--- src/rtl/reg_write_arbiter_if.sv ---
// Register-file write-port arbitration bus: WB and AUX requests, the AUX
// reservation strobe, the busy scoreboard and the shared write port.
interface reg_write_arbiter_if #(
    parameter int unsigned NUM_REGS = 11
) ();
    logic                wbValid;
    logic [3:0]          wbIndex;
    logic [15:0]         wbData;
    logic                auxValid;
    logic [3:0]          auxIndex;
    logic [15:0]         auxData;
    logic                auxReady;
    logic                reserveValid;
    logic [3:0]          reserveIndex;
    logic [NUM_REGS-1:0] busy;
    logic                wbStall;
    logic                rfWriteEnable;
    logic [3:0]          rfWriteIndex;
    logic [15:0]         rfDataToWrite;

    // Requesters / register file side
    modport master (
        output wbValid, wbIndex, wbData,
        output auxValid, auxIndex, auxData,
        output reserveValid, reserveIndex,
        input  auxReady, busy, wbStall,
        input  rfWriteEnable, rfWriteIndex, rfDataToWrite
    );

    // Arbiter side
    modport slave (
        input  wbValid, wbIndex, wbData,
        input  auxValid, auxIndex, auxData,
        input  reserveValid, reserveIndex,
        output auxReady, busy, wbStall,
        output rfWriteEnable, rfWriteIndex, rfDataToWrite
    );
endinterface

--- src/rtl/reg_write_arbiter.sv ---
// Shares the register file's single write port between the write-back stage
// (normally preferred) and a multi-cycle AUX unit. After STARVE_LIMIT
// consecutive AUX losses, one cycle is forced to AUX by stalling WB. A busy
// scoreboard marks registers with outstanding AUX writes for decode interlock.
module reg_write_arbiter #(
    parameter int unsigned STARVE_LIMIT = 4,
    parameter int unsigned NUM_REGS     = 11
) (
    input logic                 clk,
    input logic                 rst,
    reg_write_arbiter_if.slave  io_arb
);

    typedef enum logic {
        ST_ARB   = 1'b0,
        ST_FORCE = 1'b1
    } state_t;

    localparam logic [2:0] LP_LOSS_MAX = 3'(STARVE_LIMIT - 1);
    localparam logic [4:0] LP_NUM_REGS = 5'(NUM_REGS);

    state_t              r_state;
    logic [2:0]          r_lossCount;
    logic                r_wbStall;
    logic [NUM_REGS-1:0] r_busy;

    logic                w_auxReady;
    logic                w_grantWb;
    logic                w_grantAux;
    logic                w_loss;
    logic                w_wbInRange;
    logic                w_auxInRange;
    logic                w_resInRange;
    logic                w_auxXfer;
    logic                w_rfWe;
    logic [3:0]          w_rfIdx;
    logic [15:0]         w_rfData;
    logic [NUM_REGS-1:0] w_busyNext;

    assign w_wbInRange  = ({1'b0, io_arb.wbIndex}      < LP_NUM_REGS);
    assign w_auxInRange = ({1'b0, io_arb.auxIndex}     < LP_NUM_REGS);
    assign w_resInRange = ({1'b0, io_arb.reserveIndex} < LP_NUM_REGS);

    // A loss only counts in ARB; FORCE grants AUX unconditionally.
    assign w_loss    = (r_state == ST_ARB) && io_arb.auxValid && io_arb.wbValid;
    assign w_auxXfer = io_arb.auxValid && w_auxReady;

    // Grant decision; everything is held off while reset is asserted.
    always_comb begin
        w_auxReady = 1'b0;
        w_grantWb  = 1'b0;
        w_grantAux = 1'b0;
        if (rst) begin
            if (r_state == ST_FORCE) begin
                w_auxReady = 1'b1;
                w_grantAux = io_arb.auxValid;
            end else begin
                w_auxReady = !io_arb.wbValid;
                w_grantWb  = io_arb.wbValid;
                w_grantAux = !io_arb.wbValid && io_arb.auxValid;
            end
        end
    end

    // Drive the write port from the grant; out-of-range indices are granted
    // (handshake completes) but never reach the register file.
    always_comb begin
        w_rfWe   = 1'b1;
        w_rfIdx  = '0;
        w_rfData = '0;
        if (w_grantWb && w_wbInRange) begin
            w_rfWe   = 1'b0;
            w_rfIdx  = io_arb.wbIndex;
            w_rfData = io_arb.wbData;
        end else if (w_grantAux && w_auxInRange) begin
            w_rfWe   = 1'b0;
            w_rfIdx  = io_arb.auxIndex;
            w_rfData = io_arb.auxData;
        end
    end

    // Starvation FSM: count consecutive AUX losses, force one AUX cycle.
    always_ff @(posedge clk) begin
        if (!rst) begin
            r_state     <= ST_ARB;
            r_lossCount <= '0;
            r_wbStall   <= 1'b0;
        end else begin
            case (r_state)
                ST_ARB: begin
                    if (w_loss) begin
                        if (r_lossCount == LP_LOSS_MAX) begin
                            r_state     <= ST_FORCE;
                            r_lossCount <= '0;
                            r_wbStall   <= 1'b1;
                        end else begin
                            r_lossCount <= r_lossCount + 3'd1;
                        end
                    end else begin
                        r_lossCount <= '0;
                    end
                end
                ST_FORCE: begin
                    r_state     <= ST_ARB;
                    r_lossCount <= '0;
                    r_wbStall   <= 1'b0;
                end
                default: begin
                    r_state     <= ST_ARB;
                    r_lossCount <= '0;
                    r_wbStall   <= 1'b0;
                end
            endcase
        end
    end

    // Next busy vector: clear on AUX transfer, then set on reserve so a
    // same-cycle set and clear of one register leaves it busy.
    always_comb begin
        w_busyNext = r_busy;
        for (int unsigned i = 0; i < NUM_REGS; i++) begin
            if (w_auxXfer && w_auxInRange && (io_arb.auxIndex == 4'(i))) begin
                w_busyNext[i] = 1'b0;
            end
            if (io_arb.reserveValid && w_resInRange && (io_arb.reserveIndex == 4'(i))) begin
                w_busyNext[i] = 1'b1;
            end
        end
    end

    // Busy scoreboard register.
    always_ff @(posedge clk) begin
        if (!rst) begin
            r_busy <= '0;
        end else begin
            r_busy <= w_busyNext;
        end
    end

    assign io_arb.auxReady      = w_auxReady;
    assign io_arb.wbStall       = r_wbStall && rst;
    assign io_arb.busy          = r_busy;
    assign io_arb.rfWriteEnable = w_rfWe;
    assign io_arb.rfWriteIndex  = w_rfIdx;
    assign io_arb.rfDataToWrite = w_rfData;

endmodule

--- src/flat_wrapper.sv ---
// flat-port wrapper written by rule: the top's interface ports become plain ports
module reg_write_arbiter_flat 
#(
    parameter int unsigned STARVE_LIMIT = 4,
    parameter int unsigned NUM_REGS     = 11
)
  (clk, rst, io_arb_wbValid, io_arb_wbIndex, io_arb_wbData, io_arb_auxValid, io_arb_auxIndex, io_arb_auxData, io_arb_reserveValid, io_arb_reserveIndex, io_arb_auxReady, io_arb_busy, io_arb_wbStall, io_arb_rfWriteEnable, io_arb_rfWriteIndex, io_arb_rfDataToWrite);
  reg_write_arbiter_if #(.NUM_REGS(NUM_REGS)) io_arb_i ();
  input logic clk;
  input logic rst;
  input wire logic [$bits(io_arb_i.wbValid)-1:0] io_arb_wbValid;
  input wire logic [$bits(io_arb_i.wbIndex)-1:0] io_arb_wbIndex;
  input wire logic [$bits(io_arb_i.wbData)-1:0] io_arb_wbData;
  input wire logic [$bits(io_arb_i.auxValid)-1:0] io_arb_auxValid;
  input wire logic [$bits(io_arb_i.auxIndex)-1:0] io_arb_auxIndex;
  input wire logic [$bits(io_arb_i.auxData)-1:0] io_arb_auxData;
  input wire logic [$bits(io_arb_i.reserveValid)-1:0] io_arb_reserveValid;
  input wire logic [$bits(io_arb_i.reserveIndex)-1:0] io_arb_reserveIndex;
  output wire logic [$bits(io_arb_i.auxReady)-1:0] io_arb_auxReady;
  output wire logic [$bits(io_arb_i.busy)-1:0] io_arb_busy;
  output wire logic [$bits(io_arb_i.wbStall)-1:0] io_arb_wbStall;
  output wire logic [$bits(io_arb_i.rfWriteEnable)-1:0] io_arb_rfWriteEnable;
  output wire logic [$bits(io_arb_i.rfWriteIndex)-1:0] io_arb_rfWriteIndex;
  output wire logic [$bits(io_arb_i.rfDataToWrite)-1:0] io_arb_rfDataToWrite;
  assign io_arb_i.wbValid = io_arb_wbValid;
  assign io_arb_i.wbIndex = io_arb_wbIndex;
  assign io_arb_i.wbData = io_arb_wbData;
  assign io_arb_i.auxValid = io_arb_auxValid;
  assign io_arb_i.auxIndex = io_arb_auxIndex;
  assign io_arb_i.auxData = io_arb_auxData;
  assign io_arb_i.reserveValid = io_arb_reserveValid;
  assign io_arb_i.reserveIndex = io_arb_reserveIndex;
  assign io_arb_auxReady = io_arb_i.auxReady;
  assign io_arb_busy = io_arb_i.busy;
  assign io_arb_wbStall = io_arb_i.wbStall;
  assign io_arb_rfWriteEnable = io_arb_i.rfWriteEnable;
  assign io_arb_rfWriteIndex = io_arb_i.rfWriteIndex;
  assign io_arb_rfDataToWrite = io_arb_i.rfDataToWrite;
  reg_write_arbiter #(.STARVE_LIMIT(STARVE_LIMIT), .NUM_REGS(NUM_REGS)) u_core (.clk(clk), .rst(rst), .io_arb(io_arb_i));
endmodule
--- config.mk ---
export PLATFORM = sky130hd
export DESIGN_NAME = reg_write_arbiter_flat
export DESIGN_NICKNAME = d
export VERILOG_FILES = /design/src/rtl/reg_write_arbiter_if.sv /design/src/rtl/reg_write_arbiter.sv /design/src/flat_wrapper.sv
export SDC_FILE = /design/constraint.sdc
export NUM_CORES = 1
export LEC_CHECK = 0
export CORE_MARGIN = 1
export CORE_UTILIZATION = 30
export CTS_BUF_LIST = sky130_fd_sc_hd__clkbuf_4
export CTS_CLUSTER_DIAMETER = 60
export DETAILED_ROUTE_END_ITERATION = 6
export PLACE_DENSITY = 0.83
export REMOVE_ABC_BUFFERS = 1
export SLEW_MARGIN = 20
export SYNTH_ARGS = -nofsm -noshare
export SYNTH_HDL_FRONTEND = slang
export SYNTH_SLANG_ARGS = --single-unit
--- constraint.sdc ---
create_clock -name clk -period 1.35 [get_ports clk]
set_input_delay 0.27 -clock clk [delete_from_list [all_inputs] [get_ports clk]]
set_output_delay 0.27 -clock clk [all_outputs]
set_load 0.005 [all_outputs]
==> summary.txt, run 1 <==
Setup path
  • Crit Path Max Fanout: 5
  • Cell Chain, Critical Path: nand3b_1, buf_4, buf_6, o22a_1, buf_2
  • Critical Path RT: 1.08 ns
  • Cell family with most CP delay: buffers and inverters
  • Data arrival, critical path: 1.51 ns
  • CP peak stage delay: 0.34 ns
  • CP Launch Type: flip-flop
  • Worst setup startpoint: u_core.r_state
  • R2r setup slk: -0.25 ns
  • Critical path class: reg2out
  • Crit. End Element: output port
  • Critical R2R Launch: u_core.r_state
  • CP max stage cell: dfxtp_2
  • Worst Path Buf+Inv: 3

Pwr
  • LEAKAGE: 1.04 nW
  • Max IR drop VDD: 410 uV
  • PnR Total Power: 1.25 mW
  • Cell area power density: 547 nW/um2

Timing
  • Tightest Pin Transition: 0.403 ns
  • Fmax: 563 MHz
  • Hold Fails Final Rpt: 0
  • Final Critical Period: 1.78 ns
  • Max transition margin: 73.1%
  • Finish-stage setup viols: 25
  • Final worst setup slack: -0.426 ns
  • Worst Skew: 0.00219 ns
  • Setup repair after global routing missed its margin: yes
  • Period utilisation layout: 132%
  • Final Max Tran Viols: 0
  • Fin Setup TNS: -8.48 ns

Synth
  • Top cell type's share of synthesized area: 30.9%
  • Yosys cell types: 34
  • Async SR Flop Fraction: 0%
  • EDFF count, synth: 0
  • Ys Warns: 0
  • Synthesized area per cell: 8.23 um2
  • Synth Instances: 126
  • Top_reg_cell synth: dfxtp_1
  • Yosys top cell by area: dfxtp_1
  • Seq cells post-synth: 16
  • Synth top cells by count: a22o_1, dfxtp_1, nand2_1
  • Synth top area cells: dfxtp_1, a22o_1, nand2_1
  • Mapped cell area: 1040 um2
  • Register area share after synthesis: 30.9%

Die
  • Die Width: 60.8 um
  • I/O pin cnt: 83
  • Area of the die: 3700 um2
  • Row count: 20
  • Starting Density: 32.6%
  • Chip Height: 60.8 um
  • Core Area: 3180 um2

Final layout
  • Post-route cell area: 2280 um2
  • Fillers: 254
  • NumNets Final: 293
  • Area Overhead vs Synth: 120%
  • Antenna diodes: 0
  • Layout cells sized above 1: 40.0%

Clock tree
  • Clock Tree Buf Depth: 2
  • Clock transition at path regs: 0.08 ns
  • Later-pin clock latency in the skew report: 0.28 ns
  • CTS tree: yes
  • TritonCTS Buffers: 3
  • Root Buffer: clkbuf_4
  • H-tree level count: 1
  • Clk sink count: 16
  • Hold_buf cts: 0

Routing
  • Routed Wire Length: 4610 um
  • DRT iter0 DRCs: 80
  • DRC viols: 0
  • Pre-Repair DR Iteration Count: 4
  • Drt wl/cell: 16.2 um
  • Vias per cell: 5.30
  • ANT nets after route: 0
  • Via count: 1505

Placed design
  • Port-buffer cells: 82
  • Post-DP HPWL: 3060 um
  • Post-Place Cell Area: 2100 um2
  • Gp weighted congestion: 0.790

Min path
  • Hold Crit Class: reg2reg
  • Worst hold start: u_core.r_lossCount[0]

Run status
  • Failing checks: negative setup slack
  • Status: complete, but fails checks

GRT
  • Grt ovf: 0
  • Global-route wire length before repair: 6790 um
  • Largest net degree at the start of global routing: 19
  • Antenna violations before repair: 0
  • Vias in the first global route: 1511
  • Total Routing Usage GR: 24.5%

Flow run
  • Max cap viols: 0
[flip-flops by register name, summed over array words and instances, names as in the netlist]
name                flops
u_core.r_wbStall        1
u_core.r_state          1
u_core.r_lossCount      3
u_core.io_arb.busy     11
[metal layers]
layer,up-vias,share of wire (%),GRT usage [%]
met3,10,5.6,5.54
li1,714,-,-
met1,718,41,29.5
met2,63,52,44.1
met5,-,0,0
met4,0,1.3,5.52
[path summary, 6_finish.rpt]
kind,endpoint,depth (start not counted)
max,io_arb_rfWriteIndex[3],5
min,u_core.r_lossCount[0],1
max reg2reg,u_core.io_arb.busy[10],6
min reg2reg,u_core.r_lossCount[0],1
[kinds of logic (layout without fill, tap and decap cells)]
family / count (synthesis) / count (layout) / synth area share [%]
AOI/OAI and AO/OA: 43 / 43 / 32.3
adders and majority gates: 2 / 2 / 2.41
buffers and inverters: 10 / 124 / 4.22
DFF: 16 / 16 / 30.9
and+or+nand+nor: 55 / 55 / 30.2
[placed cells by master, fill, tap and decap left out, types with 2 or more instances in the layout]
cell type / instances
clkdlybuf4s50_1: 38
buf_4: 23
buf_2: 22
dlygate4sd2_1: 20
a22o_1: 16
nand2_1: 14
buf_6: 10
dfxtp_2: 9
dfxtp_1: 7
o21ai_0: 6
o21ai_1: 5
inv_1: 4
nor4_4: 4
nor2_1: 4
a21o_1: 3
and3b_1: 3
a32oi_1: 3
nand3_1: 3
clkbuf_4: 3
nor2b_4: 2
nor2_4: 2
nand2b_4: 2
or2_2: 2
o22ai_2: 2
and2_1: 2
nand2b_1: 2
or4_4: 2
a32o_1: 2
nor4_2: 2
nor3b_1: 2
o22ai_1: 2
ha_1: 2
[worst register-to-register path, cell delays in order, from the launching register on]
cell	delay [ns]
dfxtp_2	0.36
nor2b_4	0.05
buf_6	0.11
buf_6	0.11
buf_6	0.12
or4_4	0.48
a32o_1	0.26
[report_power, final]
part           internal [mW]  switching (mW)
clock network          0.103           0.137
registers              0.490         0.00954
logic                  0.298           0.209
total                  0.892           0.356
[final cells by class]
cell class	count	area, um2	share of cell area [%]
Clock buffer	3	22.5	0.987
Inverter	4	15.0	0.658
Multi-Input combinational cell	100	851	37.3
Sequential cell	16	332	14.5
Tap cell	44	55.1	2.41
Timing Repair Buffer	117	1010	44.1
[metrics by stage]
step                      utilization, %  setup slack (ns)  hold slack [ns]  instances
final                               71.8            -0.426            0.422        284
after global routing                71.8            -0.493            0.449        284
after CTS                           72.6            -0.456            0.426        288
after detailed placement            66.2             -1.08            0.414        272
after global placement              66.2             -1.03            0.410        272
after floorplan                        -            -0.247            0.364        120
[what timing repair did]
item | 4_1_cts | 5_1_grt
gates cloned | 2 | 0
setup endpoints to repair | 49 | 35
resized for setup | 158 | 18
pin swaps | 23 | 16
buffers inserted | 11 | 4
No activity file was read; power rests on OpenSTA's default activity.
==> run 2, diff against run 1 <==
--- a/config.mk
+++ b/config.mk
@@ -6,12 +6,13 @@
 export NUM_CORES = 1
 export LEC_CHECK = 0
 export CORE_MARGIN = 1
-export CORE_UTILIZATION = 30
+export CORE_UTILIZATION = 34
 export CTS_BUF_LIST = sky130_fd_sc_hd__clkbuf_4
 export CTS_CLUSTER_DIAMETER = 60
 export DETAILED_ROUTE_END_ITERATION = 6
-export PLACE_DENSITY = 0.83
+export PLACE_DENSITY = 0.89
 export REMOVE_ABC_BUFFERS = 1
+export SETUP_SLACK_MARGIN = 0.2
 export SLEW_MARGIN = 20
 export SYNTH_ARGS = -nofsm -noshare
 export SYNTH_HDL_FRONTEND = slang
==> constraint.sdc (replaced) <==
create_clock -name clk -period 1.7 [get_ports clk]
set_input_delay 0.34 -clock clk [delete_from_list [all_inputs] [get_ports clk]]
set_output_delay 0.34 -clock clk [all_outputs]
set_load 0.005 [all_outputs]
==> summary.txt, run 2 (synthesis gave the netlist of run 1 again) <==
Pwr
  • Max IR drop VDD: 564 uV (+38%)
  • LEAKAGE: 1.14 nW (+9.6%)
  • PnR Total Power: 1.03 mW (-17%)
  • Cell area power density: 440 nW/um2 (-19%)

Final layout
  • Area Overhead vs Synth: 126%
  • Area of the multi-input gates: 766 um2 (-10%)
  • Post-route cell area: 2340 um2 (+2.6%)
  • Antenna diodes: 0 (unchanged)
  • Commonest non-fill, non-tap cell in the layout: clkdlybuf4s50_1
  • Fillers: 147 (-42%)
  • Max reg flops: 11 (unchanged)
  • Post-layout util: 82.8% (+11 points)
  • Layout cells sized above 1: 36.9% (-3.1 points)
  • Most frequent cells in the layout: clkdlybuf4s50_1, buf_2, buf_4, a22o_1, nand2_1
  • Seq. cell area: 333 um2 (+0.38%)
  • NumNets Final: 296 (+1.0%)

Die
  • Chip Height: 57.2 um (-5.9%)
  • Area of the die: 3280 um2 (-11%)
  • I/O pin cnt: 83 (unchanged)
  • Starting Density: 36.7% (+4.0 points)
  • Core Area: 2830 um2 (-11%)
  • Row count: 19 (-5.0%)
  • Die Width: 57.2 um (-5.9%)

Run status
  • Failing checks: design-rule violations, negative setup slack
  • Status: complete, but fails checks

Clock tree
  • Clock transition at path regs: 0.09 ns (about the same)
  • Root Buffer: clkbuf_4
  • Hold_buf cts: 0 (unchanged)
  • Clock Tree Buf Depth: 2 (unchanged)
  • CTS tree: yes
  • TritonCTS Buffers: 3 (unchanged)
  • H-tree level count: 1 (unchanged)
  • Clk sink count: 16 (unchanged)
  • Later-pin clock latency in the skew report: 0.29 ns (about the same)

Routing
  • DRC viols: 4 (+4)
  • Vias per cell: 5.76 (+8.7%)
  • Drt wl/cell: 18.7 um (+16%)
  • Via count: 1584 (+5.2%)
  • Pre-Repair DR Iteration Count: 6 (+2)
  • ANT nets after route: 0 (unchanged)
  • Routed Wire Length: 5150 um (+12%)
  • DRT iter0 DRCs: 86 (+7.5%)

GRT
  • Global-route wire length before repair: 7370 um (+8.5%)
  • Largest net degree at the start of global routing: 20 (+1)
  • Grt ovf: 0 (unchanged)
  • Total Routing Usage GR: 29.7% (+5.2 points)
  • Vias in the first global route: 1595 (+5.6%)
  • Antenna violations before repair: 0 (unchanged)

Timing
  • Final worst setup slack: -0.271 ns (+0.156 ns)
  • Period utilisation layout: 116%
  • Hold Fails Final Rpt: 0 (unchanged)
  • Fmax: 507 MHz
  • Finish-stage setup viols: 23 (-8.0%)
  • Max transition margin: 72.7% (-0.43 points)
  • Worst hold margin: 0.428 ns (+0.00634 ns)
  • Worst Skew: 0.000506 ns (-0.00169 ns)
  • Tightest Pin Transition: 0.409 ns (+0.00639 ns)
  • Final Critical Period: 1.97 ns
  • Setup repair after global routing missed its margin: yes
  • Final Max Tran Viols: 0 (unchanged)

Placed design
  • Port-buffer cells: 82 (unchanged)
  • Setup slack at placement: -0.807 ns (+0.275 ns)
  • Post-Place Cell Area: 2050 um2 (-2.6%)
  • Post-DP HPWL: 3270 um (+6.9%)
  • Gp weighted congestion: 0.786 (-0.57%)

Setup path
  • Critical Path RT: 1.36 ns (+0.28 ns)
  • Crit Path Max Fanout: 8 (+3)
  • Data arrival, critical path: 1.63 ns (+0.12 ns)
  • Critical path class: in2out
  • Crit. End Element: output port
  • Worst setup startpoint: io_arb_auxIndex[1]
  • CP Launch Type: input pin
  • Critical R2R Launch: u_core.r_state

Flow run
  • Max cap viols: 0 (unchanged)

Min path
  • Hold Crit Class: reg2reg
  • Worst hold start: u_core.r_lossCount[0]
[run 2: changes by cell type in the layout (fill, tap and decap cells not counted), moves of 2 or more]
cell	before	now
buf_12	1	4
buf_16	0	3
buf_4	23	21
clkdlybuf4s15_1	1	3
clkdlybuf4s15_2	1	3
clkdlybuf4s50_1	38	40
dlygate4sd2_1	20	8
dlymetal6s2s_1	0	7
nor4_1	0	5
nor4_2	2	0
nor4_4	4	1
o21ai_0	6	10
o21ai_1	5	1
[run 2: cell type report]
cell class              instances  area share, %
clock buffers                   3          0.962
inverters                       4          0.641
multi-input cells             100           32.7
well taps                      31           1.66
clock inverters                 1          0.160
flip-flops and latches         16           14.2
repair buffers                120           49.7
[run 2: metrics by stage]
stage,instances,TNS [ns]
after floorplan,120,-0.404
after global placement,254,-17.84
after detailed placement,254,-19.89
after CTS,270,-3.34
after global routing,275,-5.62
final,275,-4.04
[run 2: repair_timing]
| action | in CTS | in global routing |
|---|---|---|
| setup buffers | 9 | 5 |
| pin swaps | 25 | 10 |
| resized for setup | 128 | 28 |
| gates cloned | 3 | 0 |
| endpoints found under the setup margin | 37 | 35 |
[run 2: worst paths after layout]
check / end / slack (ns) / cells after the start
setup reg to reg: u_core.io_arb.busy[10] / -0.04 / 7
hold reg to reg: u_core.r_lossCount[0] / 0.43 / 1
setup / recovery: io_arb_rfDataToWrite[2] / -0.27 / 8
hold / removal: u_core.r_lossCount[0] / 0.43 / 1
[run 2: layer usage]
metal	vias to the layer above	track usage [%]	wire length, um
met5	-	0	0
met4	0	16.4	179
met3	21	7.48	342
met2	81	55.0	2750
met1	759	30.3	1880
li1	723	-	-
[run 2: worst max-delay path: stages]
cell	delay (ns)
clkdlybuf4s15_2	0.20
a21o_1	0.21
a211oi_4	0.22
buf_6	0.17
buf_12	0.11
buf_16	0.11
a22o_1	0.15
buf_2	0.13
[run 2: where the power goes]
part           internal (mW)  total (mW)  switching, mW  leakage (nW)
Sequential             0.389       0.398        0.00860         0.134
Clock                 0.0857       0.209          0.123        0.0154
Combinational          0.257       0.424          0.168         0.987
==> run 3, diff against run 2 <==
--- a/config.mk
+++ b/config.mk
@@ -13,6 +13,7 @@
 export PLACE_DENSITY = 0.89
 export REMOVE_ABC_BUFFERS = 1
 export SETUP_SLACK_MARGIN = 0.2
+export SKIP_CTS_REPAIR_TIMING = 1
 export SLEW_MARGIN = 20
 export SYNTH_ARGS = -nofsm -noshare
 export SYNTH_HDL_FRONTEND = slang
==> summary.txt, run 3 (synthesis gave the netlist of run 1 again) <==
Run status
  • Status: complete, but fails checks
  • Failing checks: design-rule violations, negative setup slack

Die
  • Core Area: 2830 um2 (unchanged)
  • Row count: 19 (unchanged)
  • Die Width: 57.2 um (unchanged)
  • Starting Density: 36.7% (unchanged)
  • I/O pin cnt: 83 (unchanged)
  • Area of the die: 3280 um2 (unchanged)
  • Chip Height: 57.2 um (unchanged)

Clock tree
  • Clock transition at path regs: 0.09 ns (about the same)
  • Later-pin clock latency in the skew report: 0.30 ns (about the same)
  • Root Buffer: clkbuf_4
  • CTS tree: yes
  • Clock Tree Buf Depth: 2 (unchanged)
  • H-tree level count: 1 (unchanged)
  • TritonCTS Buffers: 3 (unchanged)
  • Clk sink count: 16 (unchanged)

Routing
  • DRT iter0 DRCs: 69 (-20%)
  • Vias per cell: 5.53 (-3.9%)
  • Routed Wire Length: 5360 um (+4.1%)
  • Drt wl/cell: 19.5 um (+4.1%)
  • ANT nets after route: 0 (unchanged)
  • Pre-Repair DR Iteration Count: 6 (unchanged)
  • DRC viols: 4 (unchanged)
  • Via count: 1522 (-3.9%)

Timing
  • Finish-stage setup viols: 20 (-13%)
  • Hold Fails Final Rpt: 0 (unchanged)
  • Final Max Tran Viols: 0 (unchanged)
  • Worst Skew: 0.00247 ns (+0.00196 ns)
  • Worst hold margin: 0.415 ns (-0.0131 ns)
  • Fmax: 499 MHz (-1.7%)
  • Setup repair after global routing missed its margin: yes
  • Final worst setup slack: -0.305 ns (-0.0346 ns)
  • Max transition margin: 71.9% (-0.73 points)
  • Fin Setup TNS: -4.35 ns (-0.306 ns)
  • Tightest Pin Transition: 0.420 ns (+0.0110 ns)
  • Final Critical Period: 2.01 ns (+0.0346 ns)
  • Period utilisation layout: 118% (+2.0 points)

Setup path
  • Critical R2R Launch: u_core.r_state
  • Crit. End Element: output port
  • Critical Path RT: 1.36 ns (about the same)
  • Crit Path Max Fanout: 6 (-2)
  • CP Launch Type: flip-flop
  • Data arrival, critical path: 1.67 ns (+0.04 ns)
  • Worst setup startpoint: u_core.r_state
  • Critical path class: reg2out

Flow run
  • Max cap viols: 0 (unchanged)

GRT
  • Global-route wire length before repair: 6190 um (-16%)
  • Antenna violations before repair: 0 (unchanged)
  • Total Routing Usage GR: 24.2% (-5.5 points)
  • Vias in the first global route: 1391 (-13%)
  • Grt ovf: 0 (unchanged)
  • Largest net degree at the start of global routing: 20 (unchanged)

Min path
  • Worst hold start: rst
  • Hold Crit Class: in2reg

Final layout
  • NumNets Final: 296 (unchanged)
  • Post-layout util: 82.3% (-0.53 points)
  • Area Overhead vs Synth: 124%
  • Layout cells sized above 1: 36.1% (-0.82 points)
  • Antenna diodes: 0 (unchanged)
  • Final Instance Count excl. Fillers: 275 (unchanged)
  • Most frequent cells in the layout: clkdlybuf4s50_1, buf_4, dlymetal6s2s_1, a22o_1, nand2_1
  • Fillers: 158 (+7.5%)
  • Max reg flops: 11 (unchanged)
  • Commonest non-fill, non-tap cell in the layout: clkdlybuf4s50_1
  • Seq. cell area: 333 um2 (unchanged)
  • Area of the multi-input gates: 759 um2 (-0.82%)
  • Post-route cell area: 2330 um2 (-0.64%)

Placed design
  • Post-DP HPWL: 3270 um (unchanged)
  • Port-buffer cells: 82 (unchanged)
  • Post-Place Cell Area: 2050 um2 (unchanged)
  • Placed insts: 254 (unchanged)
  • Gp weighted congestion: 0.786 (unchanged)

Pwr
  • LEAKAGE: 1.19 nW (+4.4%)
  • Cell area power density: 443 nW/um2 (+0.66%)
  • Max IR drop VDD: 555 uV (-1.5%)
[run 3: final timing paths]
path / end / slack, ns / depth (start not counted)
setup / recovery: io_arb_rfDataToWrite[14] / -0.31 / 7
hold / removal: u_core.r_state / 0.41 / 2
setup reg to reg: u_core.io_arb.busy[10] / 0.16 / 5
hold reg to reg: u_core.r_lossCount[0] / 0.44 / 1
[run 3: critical path, cell delays in order (launching register included)]
cell	delay, ns
dfxtp_2	0.36
nor2b_4	0.19
a211oi_4	0.07
buf_6	0.15
clkbuf_16	0.15
buf_6	0.12
a22o_1	0.20
buf_2	0.13
[run 3: power breakdown]
part	switching, mW	internal (mW)
logic	0.166	0.251
registers	0.00852	0.390
clock network	0.130	0.0859
total	0.305	0.727
[run 3: through the flow]
stage	setup slack [ns]	total power, mW
3_5_place_dp	-0.807	0.768
3_3_place_gp	-0.733	0.755
6_report	-0.305	1.03
5_1_grt	-0.346	1.07
2_1_floorplan	-0.0253	0.495
4_1_cts	-0.811	0.974
[run 3: routing by layer]
layer	up-vias	part of all wire [%]	routed length, um	track usage (%)
li1	720	-	-	-
met4	0	2.7	144	7.32
met5	-	0	0	0
met2	58	54	2890	45.7
met1	727	39	2080	26.5
met3	17	4.5	243	5.90
[run 3: area by class of cell]
type,instances,share of cell area (%)
Tap cell,31,1.67
Inverter,4,0.645
Sequential cell,16,14.3
Timing Repair Buffer,120,49.6
Clock inverter,1,0.161
Multi-Input combinational cell,100,32.6
Clock buffer,3,0.968
